===== src/rtl/decode_buffer.sv =====
// Decoded-instruction buffer: a small circular FIFO between decoder and issue.
// Accepting an entry with a misconduct code blocks further pushes until the buffer is flushed.
module decode_buffer #(
  parameter int DEPTH   = 4,
  parameter int PWIDTH  = 21,
  parameter int FWIDTH  = 3,
  parameter int RFWIDTH = 5,
  parameter int SCWIDTH = 4,
  parameter int ICWIDTH = 6,
  parameter int IMWIDTH = 2,
  parameter logic [IMWIDTH-1:0] IMISCON_FREE = '0
) (
  input  logic                         s_clk_i,
  input  logic                         s_resetn_i,
  input  logic                         s_flush_i,
  input  logic                         s_push_i,
  input  logic [PWIDTH-1:0]            s_payload_i,
  input  logic [FWIDTH-1:0]            s_f_i,
  input  logic [RFWIDTH-1:0]           s_rs1_i,
  input  logic [RFWIDTH-1:0]           s_rs2_i,
  input  logic [RFWIDTH-1:0]           s_rd_i,
  input  logic [SCWIDTH-1:0]           s_sctrl_i,
  input  logic [ICWIDTH-1:0]           s_ictrl_i,
  input  logic [IMWIDTH-1:0]           s_imiscon_i,
  output logic                         s_ready_o,
  output logic                         s_valid_o,
  input  logic                         s_pop_i,
  output logic [PWIDTH-1:0]            s_payload_o,
  output logic [FWIDTH-1:0]            s_f_o,
  output logic [RFWIDTH-1:0]           s_rs1_o,
  output logic [RFWIDTH-1:0]           s_rs2_o,
  output logic [RFWIDTH-1:0]           s_rd_o,
  output logic [SCWIDTH-1:0]           s_sctrl_o,
  output logic [ICWIDTH-1:0]           s_ictrl_o,
  output logic [IMWIDTH-1:0]           s_imiscon_o,
  output logic [$clog2(DEPTH+1)-1:0]   s_count_o,
  output logic                         s_blocked_o
);

  localparam int PTRW = $clog2(DEPTH);
  localparam int CNTW = $clog2(DEPTH+1);
  localparam int EW   = PWIDTH + FWIDTH + 3*RFWIDTH + SCWIDTH + ICWIDTH + IMWIDTH;

  logic [PTRW-1:0] wr_ptr_reg, rd_ptr_reg;
  logic [CNTW-1:0] count_reg;
  logic            blocked_reg;
  logic [EW-1:0]   mem [DEPTH];
  logic [EW-1:0]   wr_entry;
  logic [EW-1:0]   head_entry;
  logic            full, push_acc, pop_acc;

  function automatic logic [PTRW-1:0] ptr_inc(input logic [PTRW-1:0] p);
    return (p == PTRW'(DEPTH-1)) ? '0 : p + PTRW'(1);
  endfunction

  // Ready depends only on registered state, so s_pop_i never reaches it.
  assign full      = (count_reg == CNTW'(DEPTH));
  assign s_ready_o = ~full & ~blocked_reg;
  assign s_valid_o = (count_reg != '0);
  assign push_acc  = s_push_i & s_ready_o & ~s_flush_i;
  assign pop_acc   = s_pop_i & s_valid_o & ~s_flush_i;

  assign wr_entry = {s_payload_i, s_f_i, s_rs1_i, s_rs2_i, s_rd_i,
                     s_sctrl_i, s_ictrl_i, s_imiscon_i};

  // Storage is kept across flush; only reset clears it.
  generate
    for (genvar gi = 0; gi < DEPTH; gi++) begin : g_entry
      logic [EW-1:0] entry_reg;
      always_ff @(posedge s_clk_i or negedge s_resetn_i) begin
        if (!s_resetn_i) begin
          entry_reg <= '0;
        end else if (push_acc && (wr_ptr_reg == PTRW'(gi))) begin
          entry_reg <= wr_entry;
        end
      end
      assign mem[gi] = entry_reg;
    end
  endgenerate

  assign head_entry = mem[rd_ptr_reg];
  assign {s_payload_o, s_f_o, s_rs1_o, s_rs2_o, s_rd_o,
          s_sctrl_o, s_ictrl_o, s_imiscon_o} = head_entry;

  always_ff @(posedge s_clk_i or negedge s_resetn_i) begin
    if (!s_resetn_i) begin
      wr_ptr_reg  <= '0;
      rd_ptr_reg  <= '0;
      count_reg   <= '0;
      blocked_reg <= 1'b0;
    end else if (s_flush_i) begin
      wr_ptr_reg  <= '0;
      rd_ptr_reg  <= '0;
      count_reg   <= '0;
      blocked_reg <= 1'b0;
    end else begin
      if (push_acc) wr_ptr_reg <= ptr_inc(wr_ptr_reg);
      if (pop_acc)  rd_ptr_reg <= ptr_inc(rd_ptr_reg);
      case ({push_acc, pop_acc})
        2'b10:   count_reg <= count_reg + CNTW'(1);
        2'b01:   count_reg <= count_reg - CNTW'(1);
        default: count_reg <= count_reg;
      endcase
      if (push_acc && (s_imiscon_i != IMISCON_FREE)) blocked_reg <= 1'b1;
    end
  end

  assign s_count_o   = count_reg;
  assign s_blocked_o = blocked_reg;

endmodule


===== config.mk =====
export PLATFORM = sky130hd
export DESIGN_NAME = decode_buffer
export DESIGN_NICKNAME = d
export VERILOG_FILES = /design/src/rtl/decode_buffer.sv
export SDC_FILE = /design/constraint.sdc
export NUM_CORES = 1
export LEC_CHECK = 0
export CAP_MARGIN = 40
export CORE_AREA = 5 5 132 134
export CTS_BUF_LIST = sky130_fd_sc_hd__clkbuf_4 sky130_fd_sc_hd__clkbuf_8
export DETAILED_ROUTE_END_ITERATION = 8
export DIE_AREA = 0 0 137 139
export DONT_BUFFER_PORTS = 1
export PLACE_DENSITY = 0.82
export RECOVER_POWER = 50
export REMOVE_ABC_BUFFERS = 1
export SYNTH_ARGS = -nofsm -noshare
export SYNTH_HDL_FRONTEND = slang
export SYNTH_SLANG_ARGS = --single-unit

===== constraint.sdc =====
create_clock -name s_clk_i -period 1.95 [get_ports s_clk_i]
set_input_delay 0.4875 -clock s_clk_i [delete_from_list [all_inputs] [get_ports s_clk_i]]
set_output_delay 0.4875 -clock s_clk_i [all_outputs]
set_load 0.05 [all_outputs]

; Yosys cells after proc, flatten, opt, wreduce, memory -nomap -nowiden
; Index checks and enable logic that the tools add are counted.
[word_totals]
regBits = 212
latch_bits = 0
ramBits = 0
mem_bits_ro = 0
memories = 0
[op_classes]
addsub = 4
mul = 0
div_mod_pow = 0
magnitude_cmp = 1
n_eq_ne = 7
n_shift = 0
n_mux = 13
n_bitwise = 9
reduce_logical = 12
[op_table]
columns = operator, n
row1 = $bmux W51 S2, 1
row2 = $mux W51, 2
row3 = $mux W2, 6
row4 = $eq A2 B2 Y1 const B, 4
row5 = $reduce_bool A2 Y1, 4
row6 = $pmux W3 S2, 1
row7 = $reduce_bool A3 Y1, 2
row8 = $and A1 B1 Y1, 5
row9 = $logic_and A1 B1 Y1, 5
row10 = $add A2 B1 Y2 const B, 2
row11 = $eq A2 B1 Y1 const B, 2
row12 = $add A3 B1 Y3 const B, 1
row13 = $eq A3 B3 Y1 const B, 1
row14 = $ge A3 B3 Y1 const B, 1
row15 = $mux W3, 1
row16 = $not A1 Y1, 3
row17 = $not A2 Y3, 1
row18 = $sub A3 B1 Y3 const B, 1
row19 = $logic_not A2 Y1, 1
row20 = $mux W1, 2

; Depth between registers and ports, before layout
; Gate-level depths: netlist of run 1.
[depth]
ltp_word = 8
ltp_mapped = 7

; Least setup slack after synthesis of run 1
; No wires, ideal clock.
[synth_path]
path_kind = reg2reg
startpoint = register count_reg[0] (netlist: s_count_o[0])
endpoint = register count_reg[2] (netlist: s_count_o[2])
arrival_ns = 2.346
slack_ns = -0.478
path_stages_with_launch = 8
n_path_buf = 0
period_less_slack_ns = 2.428
cell_sequence = dfrtp_1 > nor2_1 > a21oi_1 > nor3_1 > fa_1 > nor4b_1 > o21ai_0 > a31oi_1
[synth_via]
elab_chain_len = 8
elab_cells_between_ends = 15
classes_between = add/sub: 2 / eq/ne: 3 / mux: 2 / bitwise: 6 / reduce/logical: 2
[synth_lines]
columns = item, line
row1 = "start, declared", 45  ; logic [CNTW-1:0] count_reg;
row2 = "start signal, assigned", 100  ; 2'b10: count_reg <= count_reg + CNTW'(1);
row3 = "start signal, assigned", 101  ; 2'b01: count_reg <= count_reg - CNTW'(1);
row4 = "start signal, assigned", 102  ; default: count_reg <= count_reg;
row5 = $eq A3 B3 Y1, 57  ; assign full = (count_reg == CNTW'(DEPTH));
row6 = $not A1 Y1, 58  ; assign s_ready_o = ~full & ~blocked_reg;
row7 = $and A1 B1 Y1, 58
row8 = $and A1 B1 Y1 (2 in series), 60  ; assign push_acc = s_push_i & s_ready_o & ~s_flush_i;
row9 = $eq A2 B1 Y1 / $eq A2 B2 Y1 (equally long branches), 99  ; case ({push_acc, pop_acc})
row10 = $pmux W3 S2, 99
row11 = $mux W3, 91  ; end else if (s_flush_i) begin
; Several ways; a longest one is shown, not always the timed one.
; A chain may end at the register's enable or synchronous reset.

; Worst setup path after layout of run 1
[layout_path]
startpoint = register rd_ptr_reg[0]
endpoint = output port s_payload_o[20]
[layout_via]
elab_chain_len = 4
[layout_lines]
columns = item, line
row1 = "start, declared", 44  ; logic [PTRW-1:0] wr_ptr_reg, rd_ptr_reg;
row2 = "start signal, assigned", 98  ; if (pop_acc) rd_ptr_reg <= ptr_inc(rd_ptr_reg);
row3 = $not A2 Y3 (not written as such), 81  ; assign head_entry = mem[rd_ptr_reg];
row4 = $bmux W51 S2, 81
row5 = $mux W51 (not written as such) (2 in series), 81
row6 = "end, declared", 28  ; output logic [PWIDTH-1:0] s_payload_o,
; Every way passes these cells. The select of a mux whose other input is x is not followed.

==> impl_metrics.csv, run 1 <==
group,metric,value,unit
sta,worst_pin_slew,367,ps
critical_path,criticalPathCategory,"reg2out",
yosys,synth_top_cell_by_area,"dfrtp_1",
sta,fin_ws,-471,ps
finish,drive_above_1_share,60.6,%
clock_network,cts_root_buf,"clkbuf_8",
route,viasPerCell,5.86,
clock_network,htreeDepth,2,
sta,fin_crit_sh,124,%
sta,max_clock_freq,413,MHz
finish,antenna_cells,0,
global_routing,grt_antenna_before_repair,0,
power,p_leak,0.00485,uW
critical_path,crit_fanout,5,
sta,maxSlewViolCount,0,
clock_network,numClockSinks,212,
yosys,synth_seq_cells,212,
route,routed-via-count,4943,
yosys,syn_area_per_cell,16.8,sq um
power,ir_worst_vdd,929,uV
worst_hold_path,hold_path.class,"in2async",
global_routing,grt_max_degree,213,
floorplan,die_y,139,um
global_routing,grt_pass1_wl,31600,um
yosys,ys.warnings.count,0,
run_status,violations,"hold timing, setup timing",
placed_design,dp_cells,764,
critical_path,worstReg2RegEnd,"s_count_o[2]",
finish,finalNonFillerCells,844,
finish,fill_cells,1084,
flow_run,max-cap-violations,0,
yosys,synth_top_area_share,57.3,%
floorplan,coreArea,16200,sq um
yosys,synth.top_cells.by_count,"dfrtp_1, mux2_2, mux4_2, buf_2, nor2_1",
critical_path,critPathCapture,"s_payload_o[20]",
sta,finClkSkew,7.68,ps
clock_network,cts_buffers,37,
route,first_pass_iters,4,
route,drt_iter0_markers,242,
run_status,status,"complete, but fails checks",
global_routing,grt_overflow,0,
route,route.detailed.drc,0,
route,antenna_left,0,
clock_network,cts_tree,"done",
clock_network,cts_max_path_buffers,3,
clock_network,clk_pin_slew,60,ps
finish,finalNetCount,659,
floorplan,row_count,47,
floorplan,ios,113,
finish,syn2layout_area_growth,16.4,%
placed_design,io_buffers,0,
sta,final_hold_viol_count,212,
floorplan,die-area,19000,sq um
yosys,synth-main-ff-cell,"dfrtp_1",
power,powerDensity,1770,nW/um^2
global_routing,grt_usage,21.3,%
yosys,seq_area_frac_synth,57.3,%
yosys,synth_most_common_cell,"dfrtp_1",
critical_path,r2r_setup_slack,-40,ps
floorplan,start_util,57.3,%
yosys,synthTopCellsByArea,"dfrtp_1, mux2_2, mux4_2",
sta,max_slew_margin,75.4,%
sta,min_period,2420,ps
critical_path,worstSetupStartpointType,"flop",
critical_path,r2r_cells,8,
sta,hold_slack,-320,ps
yosys,netlist-cell-type-count,27,
critical_path,crit_path_start,"rd_ptr_reg[0]",
yosys,synth_edf_count,0,
global_routing,grt_pass1_vias,5773,
critical_path,timing.rr.start,"s_count_o[2]",
yosys,async_flop_share,100,%
route,post_drt_wl_per_cell,23.2,um
critical_path,required,1460,ps
route,wl,19600,um
sta,setup_viol,55,
sta,rsz0062_at_grt,"yes",
sta,tns,-23340,ps
critical_path,crit_arrival,1930,ps
yosys,syn_area,9260,sq um
placed_design,gp_congestion,0.740,
critical_path,cp-end-kind,"output pin",
yosys,syn_inst,551,
placed_design,hpwlAfterDp,12100,um
floorplan,die_x,137,um
clock_network,clkLatencyLatePin,500,ps
finish,largest_reg_flops,204,
## per-stage QoR
| stage | utilization (%) | setup WS [ps] | hold slack [ps] | power (uW) | area [sq um] |
|---|---|---|---|---|---|
| 2_1_floorplan | - | -1480 | 192 | 13200 | 9100 |
| 3_3_place_gp | 60.3 | 43.4 | 200 | 14100 | 9760 |
| 3_5_place_dp | 60.3 | -24.1 | 200 | 14600 | 9760 |
| 4_1_cts | 66.3 | -498 | -349 | 19200 | 10700 |
| 5_1_grt | 66.7 | -532 | -357 | 20000 | 10800 |
| 6_report | 66.7 | -471 | -320 | 19100 | 10800 |
## layout make-up
cell class                      count  area (sq um)  area share (%)
Clock buffer                       60           738            6.85
Clock inverter                      6          57.6           0.534
Inverter                            2          7.51          0.0696
Multi-Input combinational cell    303          3850            35.7
Sequential cell                   212          5310            49.3
Tap cell                          220           275            2.55
Timing Repair Buffer               41           538            4.99
## worst min-delay path by stage
stage	from	to	slack, ps	cells past startpoint
2_1_floorplan	s_resetn_i	g_entry[0].entry_reg[0]	190	0
3_3_place_gp	s_resetn_i	s_count_o[1]	200	0
3_5_place_dp	s_resetn_i	s_count_o[2]	200	0
4_1_cts	s_resetn_i	g_entry[2].entry_reg[35]	-350	0
5_1_grt	s_resetn_i	g_entry[3].entry_reg[50]	-360	0
6_report	s_resetn_i	s_count_o[2]	-320	0
## placed cells by master, fill, tap and decap left out, types with 3 or more instances in the layout
cell type	instances
clkinv_2	4
clkbuf_8	46
buf_12	15
dfrtp_1	208
dfrtp_2	3
nor2_1	8
mux2i_1	4
mux4_2	51
ha_1	5
nand2b_1	4
nand2_2	4
buf_4	17
a21oi_1	3
buf_6	7
mux2_2	205
clkbuf_4	14
## critical path, cell delays in order, from the launching register on
cell and delay, ps:
dfrtp_4 540, buf_12 160, buf_12 130, mux4_2 590
## where the power goes
| part | internal [uW] | switching (uW) | total (uW) | leakage [uW] |
|---|---|---|---|---|
| Clock | 2520 | 1710 | 4230 | 0.000425 |
| Combinational | 3140 | 4660 | 7790 | 0.00173 |
| Sequential | 6130 | 935 | 7070 | 0.00270 |
## cell families after synthesis
| kind of cell | synth area share [%] |
|---|---|
| XOR/XNOR | 0.0946 |
| AO/OA/AOI/OAI | 0.865 |
| buffers and inverters | 1.80 |
| flip-flops | 57.3 |
| multiplexers | 37.8 |
| adder cells (fa/ha/maj) | 0.892 |
| AND/OR/NAND/NOR | 1.30 |
## per-layer routing
metal	track usage, %	wire (um)
met5	0	0
met3	7.76	1500
met2	36.1	10300
met1	25.8	7400
met4	5.25	376
## what timing repair did
action	4_1_cts	5_1_grt
setup buffers	10	3
endpoints found under the setup margin	99	54
resized for setup	14	11
pin swaps	3	10
cloned	1	0
endpoints found under the hold margin	212	212
Note: power is estimated with default switching activity, not from simulation.
==> run 2, diff against run 1 <==
==> constraint.sdc (replaced) <==
create_clock -name s_clk_i -period 1.95 [get_ports s_clk_i]
set_input_delay 0.4875 -clock s_clk_i [delete_from_list [all_inputs] [get_ports s_clk_i]]
set_output_delay 0.4875 -clock s_clk_i [all_outputs]
set_load 0.1 [all_outputs]
==> impl_metrics.csv, run 2 (same netlist as run 1, synthesis figures left out) <==
group,metric,value,unit
sta,worst_pin_slew,323,ps
finish,finalNetCount,720,
critical_path,crit_fanout,7,
floorplan,row_count,47,
clock_network,clkLatencyLatePin,520,ps
clock_network,cts_max_path_buffers,3,
route,viasPerCell,5.77,
sta,fin_ws,-539,ps
finish,antenna_cells,0,
global_routing,grt_max_degree,213,
critical_path,worstSetupStartpointType,"flop",
clock_network,cts_tree,"done",
critical_path,crit_slowest_cell,"mux4_2",
placed_design,hpwlAfterDp,12600,um
flow_run,max-cap-violations,0,
critical_path,cp_cell_sequence,"buf_4 -> buf_12 -> mux4_2 -> buf_12",
finish,layout_common_cells,"dfrtp_1, mux2_2, buf_12",
finish,mostFrequentLayoutCell,"dfrtp_1",
global_routing,grt_antenna_before_repair,0,
clock_network,htreeDepth,2,
floorplan,start_util,57.3,%
sta,max_slew_margin,78.4,%
finish,ff_latch_area,5310,sq um
sta,tns,-26530,ps
clock_network,cts_buffers,38,
route,first_pass_iters,4,
sta,max_clock_freq,402,MHz
route,post_drt_wl_per_cell,22.2,um
critical_path,criticalPathCategory,"reg2out",
sta,hold_slack,-335,ps
floorplan,coreArea,16200,sq um
route,routed-via-count,5196,
floorplan,die_y,139,um
run_status,status,"complete, but fails checks",
placed_design,io_buffers,0,
global_routing,grt_pass1_wl,32400,um
floorplan,ios,113,
finish,syn2layout_area_growth,28.6,%
critical_path,slowest_delay,550,ps
finish,fill_cells,967,
sta,final_hold_viol_count,212,
critical_path,required,1460,ps
floorplan,die_x,137,um
sta,finClkSkew,27.8,ps
placed_design,gp_congestion,0.747,
clock_network,numClockSinks,212,
run_status,violations,"hold timing, setup timing",
route,drt_iter0_markers,246,
global_routing,grt_overflow,0,
critical_path,worst-path-buf-inv,3,
critical_path,cpMostUsedCell,"buf_12",
worst_hold_path,hold_path.class,"in2async",
sta,min_period,2490,ps
critical_path,cp-end-kind,"output pin",
route,antenna_left,0,
placed_design,dp_cells,818,
sta,fin_crit_sh,128,%
finish,finalNonFillerCells,901,
clock_network,cts_root_buf,"clkbuf_8",
floorplan,die-area,19000,sq um
finish,drive_above_1_share,63.7,%
route,route.detailed.drc,0,
placed_design,dp_slack,-111,ps
global_routing,grt_usage,21.8,%
sta,setup_viol,53,
sta,maxSlewViolCount,0,
sta,rsz0062_at_grt,"yes",
global_routing,grt_pass1_vias,6084,
finish,largest_reg_flops,204,
finish,multi_input_area,3870,sq um
clock_network,clk_pin_slew,60,ps
critical_path,cp_top_family,"multiplexers",
critical_path,crit_arrival,2000,ps
route,wl,20000,um
run 2: cell types whose count changed in the layout (fill, tap and decap cells not counted), sizes merged:
cell / before / now
bufinv: 1 / 0
clkinvlp: 1 / 0
buf: 40 / 95
dlygate4sd3: 0 / 2
inv: 2 / 4
run 2: cell type report:
| type | instances | share of cell area (%) |
|---|---|---|
| sequential | 212 | 44.6 |
| multi-input combinational | 303 | 32.5 |
| timing repair buffer | 101 | 14.3 |
| clock buffer | 57 | 5.91 |
| tap | 220 | 2.31 |
| clock inverter | 6 | 0.315 |
| inverter | 2 | 0.0631 |
run 2: layer usage:
| layer | vias up | track usage [%] | wire, um |
|---|---|---|---|
| met5 | - | 0 | 0 |
| met3 | 27 | 6.89 | 1440 |
| met2 | 131 | 37.2 | 10600 |
| met1 | 2754 | 26.4 | 7740 |
| met4 | 0 | 6.62 | 289 |
| li1 | 2284 | - | - |
run 2: worst paths after layout:
check / to / slack [ps] / startpoint / cells past startpoint
max in group asynchronous: rd_ptr_reg[0] / 1980 / s_resetn_i / 0
worst max register to register: s_count_o[2] / 20 / s_count_o[2] / 7
worst min-delay path: s_count_o[2] / -330 / s_resetn_i / 0
worst min register to register: g_entry[3].entry_reg[25] / 500 / g_entry[3].entry_reg[25] / 1
worst max-delay path: s_imiscon_o[1] / -540 / rd_ptr_reg[0] / 4
min in group s_clk_i: s_count_o[2] / 30 / s_flush_i / 1
run 2: timing repair:
action / 4_1_cts / 5_1_grt
gates cloned: 0 / 4
hold buffers: 1 / 1
setup buffers: 9 / 5
endpoints found under the setup margin: 82 / 82
resized for setup: 20 / 3
pin swaps: 8 / 4
endpoints found under the hold margin: 214 / 213
run 2: metrics by stage:
stage / cell area (sq um) / utilization [%]
after detailed placement: 10800 / 67.0
after CTS: 11700 / 72.6
after floorplan: 9100 / -
final: 11900 / 73.6
after global routing: 11900 / 73.6
after global placement: 10800 / 67.0
run 2: worst register-to-register path, delay by kind of cell (launching register included):
| family | cells | cell delay [ps] |
|---|---|---|
| and+or+nand+nor | 2 | 320 |
| AOI/OAI and AO/OA | 3 | 540 |
| buffers and inverters | 1 | 170 |
| adders and majority gates | 1 | 390 |
| DFF | 1 | 420 |
Power of run 2 is left out: the tool's default activity adds up to more than one toggle a clock period on the data nets, which glitch-free logic cannot reach.
==> run 3, diff against run 2 <==
- CORE_AREA: 5 5 132 134 -> 5 5 159 161
- DIE_AREA: 0 0 137 139 -> 0 0 164 166
- PLACE_DENSITY: 0.82 -> 0.62
==> impl_metrics.csv, run 3 (same netlist as run 1, synthesis figures left out) <==
group,metric,value,unit
critical_path,criticalPathCategory,"reg2out",
clock_network,cts_tree,"done",
route,first_pass_iters,4,
global_routing,grt_max_degree,213,
critical_path,required,1460,ps
finish,final_area,12000,sq um
finish,finalNetCount,713,
route,post_drt_wl_per_cell,20.8,um
placed_design,gp_congestion,0.690,
clock_network,cts_root_buf,"clkbuf_8",
sta,finClkSkew,17.3,ps
sta,hold_slack,-321,ps
clock_network,clkLatencyLatePin,510,ps
placed_design,hpwlAfterDp,13100,um
floorplan,ios,113,
finish,syn2layout_area_growth,29.7,%
sta,fin_crit_sh,127,%
critical_path,cp-end-kind,"output pin",
floorplan,die-area,27200,sq um
global_routing,grt_pass1_wl,33300,um
global_routing,grt_overflow,0,
critical_path,crit_arrival,1990,ps
finish,drive_above_1_share,63.7,%
floorplan,die_x,164,um
global_routing,grt_antenna_before_repair,0,
critical_path,cp_cell_sequence,"buf_8 -> clkbuf_16 -> mux4_2 -> buf_12",
sta,rsz0062_at_grt,"yes",
route,routed-via-count,5216,
route,antenna_left,0,
finish,antenna_cells,0,
finish,mostFrequentLayoutCell,"dfrtp_1",
critical_path,worstSetupStartpointType,"flop",
route,viasPerCell,5.21,
critical_path,crit_slowest_cell,"mux4_2",
floorplan,row_count,57,
sta,maxSlewViolCount,0,
route,route.detailed.drc,0,
clock_network,cts_buffers,38,
finish,fill_cells,2012,
sta,max_clock_freq,403,MHz
clock_network,htreeDepth,2,
placed_design,io_buffers,0,
route,drt_iter0_markers,178,
sta,fin_ws,-532,ps
sta,max_slew_margin,74.0,%
critical_path,slowest_delay,550,ps
sta,worst_pin_slew,388,ps
clock_network,numClockSinks,212,
flow_run,max-cap-violations,0,
placed_design,dp_slack,-27.1,ps
critical_path,crit_fanout,8,
worst_hold_path,hold_path.class,"in2async",
finish,largest_reg_flops,204,
floorplan,start_util,38.9,%
finish,layout_common_cells,"dfrtp_1, mux2_2, buf_12",
global_routing,grt_usage,15.5,%
sta,min_period,2480,ps
floorplan,die_y,166,um
placed_design,post_dp_cell_area,11000,sq um
floorplan,coreArea,23800,sq um
sta,final_hold_viol_count,212,
clock_network,cts_max_path_buffers,3,
sta,setup_viol,54,
clock_network,clk_pin_slew,60,ps
run_status,violations,"hold timing, setup timing",
global_routing,grt_pass1_vias,5985,
run_status,status,"complete, but fails checks",
route,wl,20800,um
==> run 3: cell count changes in the layout (fill, tap and decap cells not counted), sizes merged <==
| cell | previous run | this run |
|---|---|---|
| clkinv | 4 | 0 |
| buf | 95 | 92 |
| clkbuf | 61 | 68 |
| dlygate4sd3 | 2 | 0 |
| inv | 4 | 2 |
==> run 3: path summary, 6_finish.rpt <==
check	cells after the start	slack, ps	end	startpoint
worst min register to register	1	500	g_entry[2].entry_reg[38]	g_entry[2].entry_reg[38]
max in group asynchronous	0	2000	g_entry[3].entry_reg[35]	s_resetn_i
min in group s_clk_i	1	40	s_count_o[2]	s_flush_i
worst max-delay path	4	-530	s_f_o[0]	rd_ptr_reg[0]
worst min-delay path	0	-320	s_count_o[2]	s_resetn_i
worst max register to register	8	-10	s_count_o[2]	s_count_o[1]
==> run 3: area by class of cell <==
type                       count  area [sq um]  share of cell area (%)
sequential                   212          5310                    44.2
multi-input combinational    303          3840                    32.0
timing repair buffer          94          1620                    13.5
clock buffer                  66           821                    6.83
tap                          324           405                    3.37
inverter                       2          7.51                  0.0625
==> run 3: timing repair <==
action / 4_1_cts / 5_1_grt
gates cloned: 0 / 2
endpoints found under the setup margin: 54 / 194
endpoints found under the hold margin: 212 / 212
pin swaps: 2 / 6
setup buffers: 7 / 3
gates resized for setup: 14 / 17
==> run 3: stage by stage <==
step           instances  setup TNS [ps]  util [%]
3_3_place_gp         923           -83.4      46.0
5_1_grt             1001          -31240      50.4
2_1_floorplan        517         -347240         -
3_5_place_dp         923            -322      46.0
4_1_cts              996          -28360      49.9
6_report            1001          -25630      50.4
==> run 3: worst max-delay path: cells and delay by family, from the launching register on <==
family	cells	cell delay, ps
buf+inv	3	510
flops	1	430
mux	1	550
==> run 3: routing by layer <==
layer  track usage [%]  routed length [um]  share of wire (%)
met1              19.4                8510                 41
met2              26.1               10500                 50
met3              4.84                1490                7.1
met4              3.83                 316                1.5
met5                 0                   0                  0
Power of run 3 is left out for the same reason.
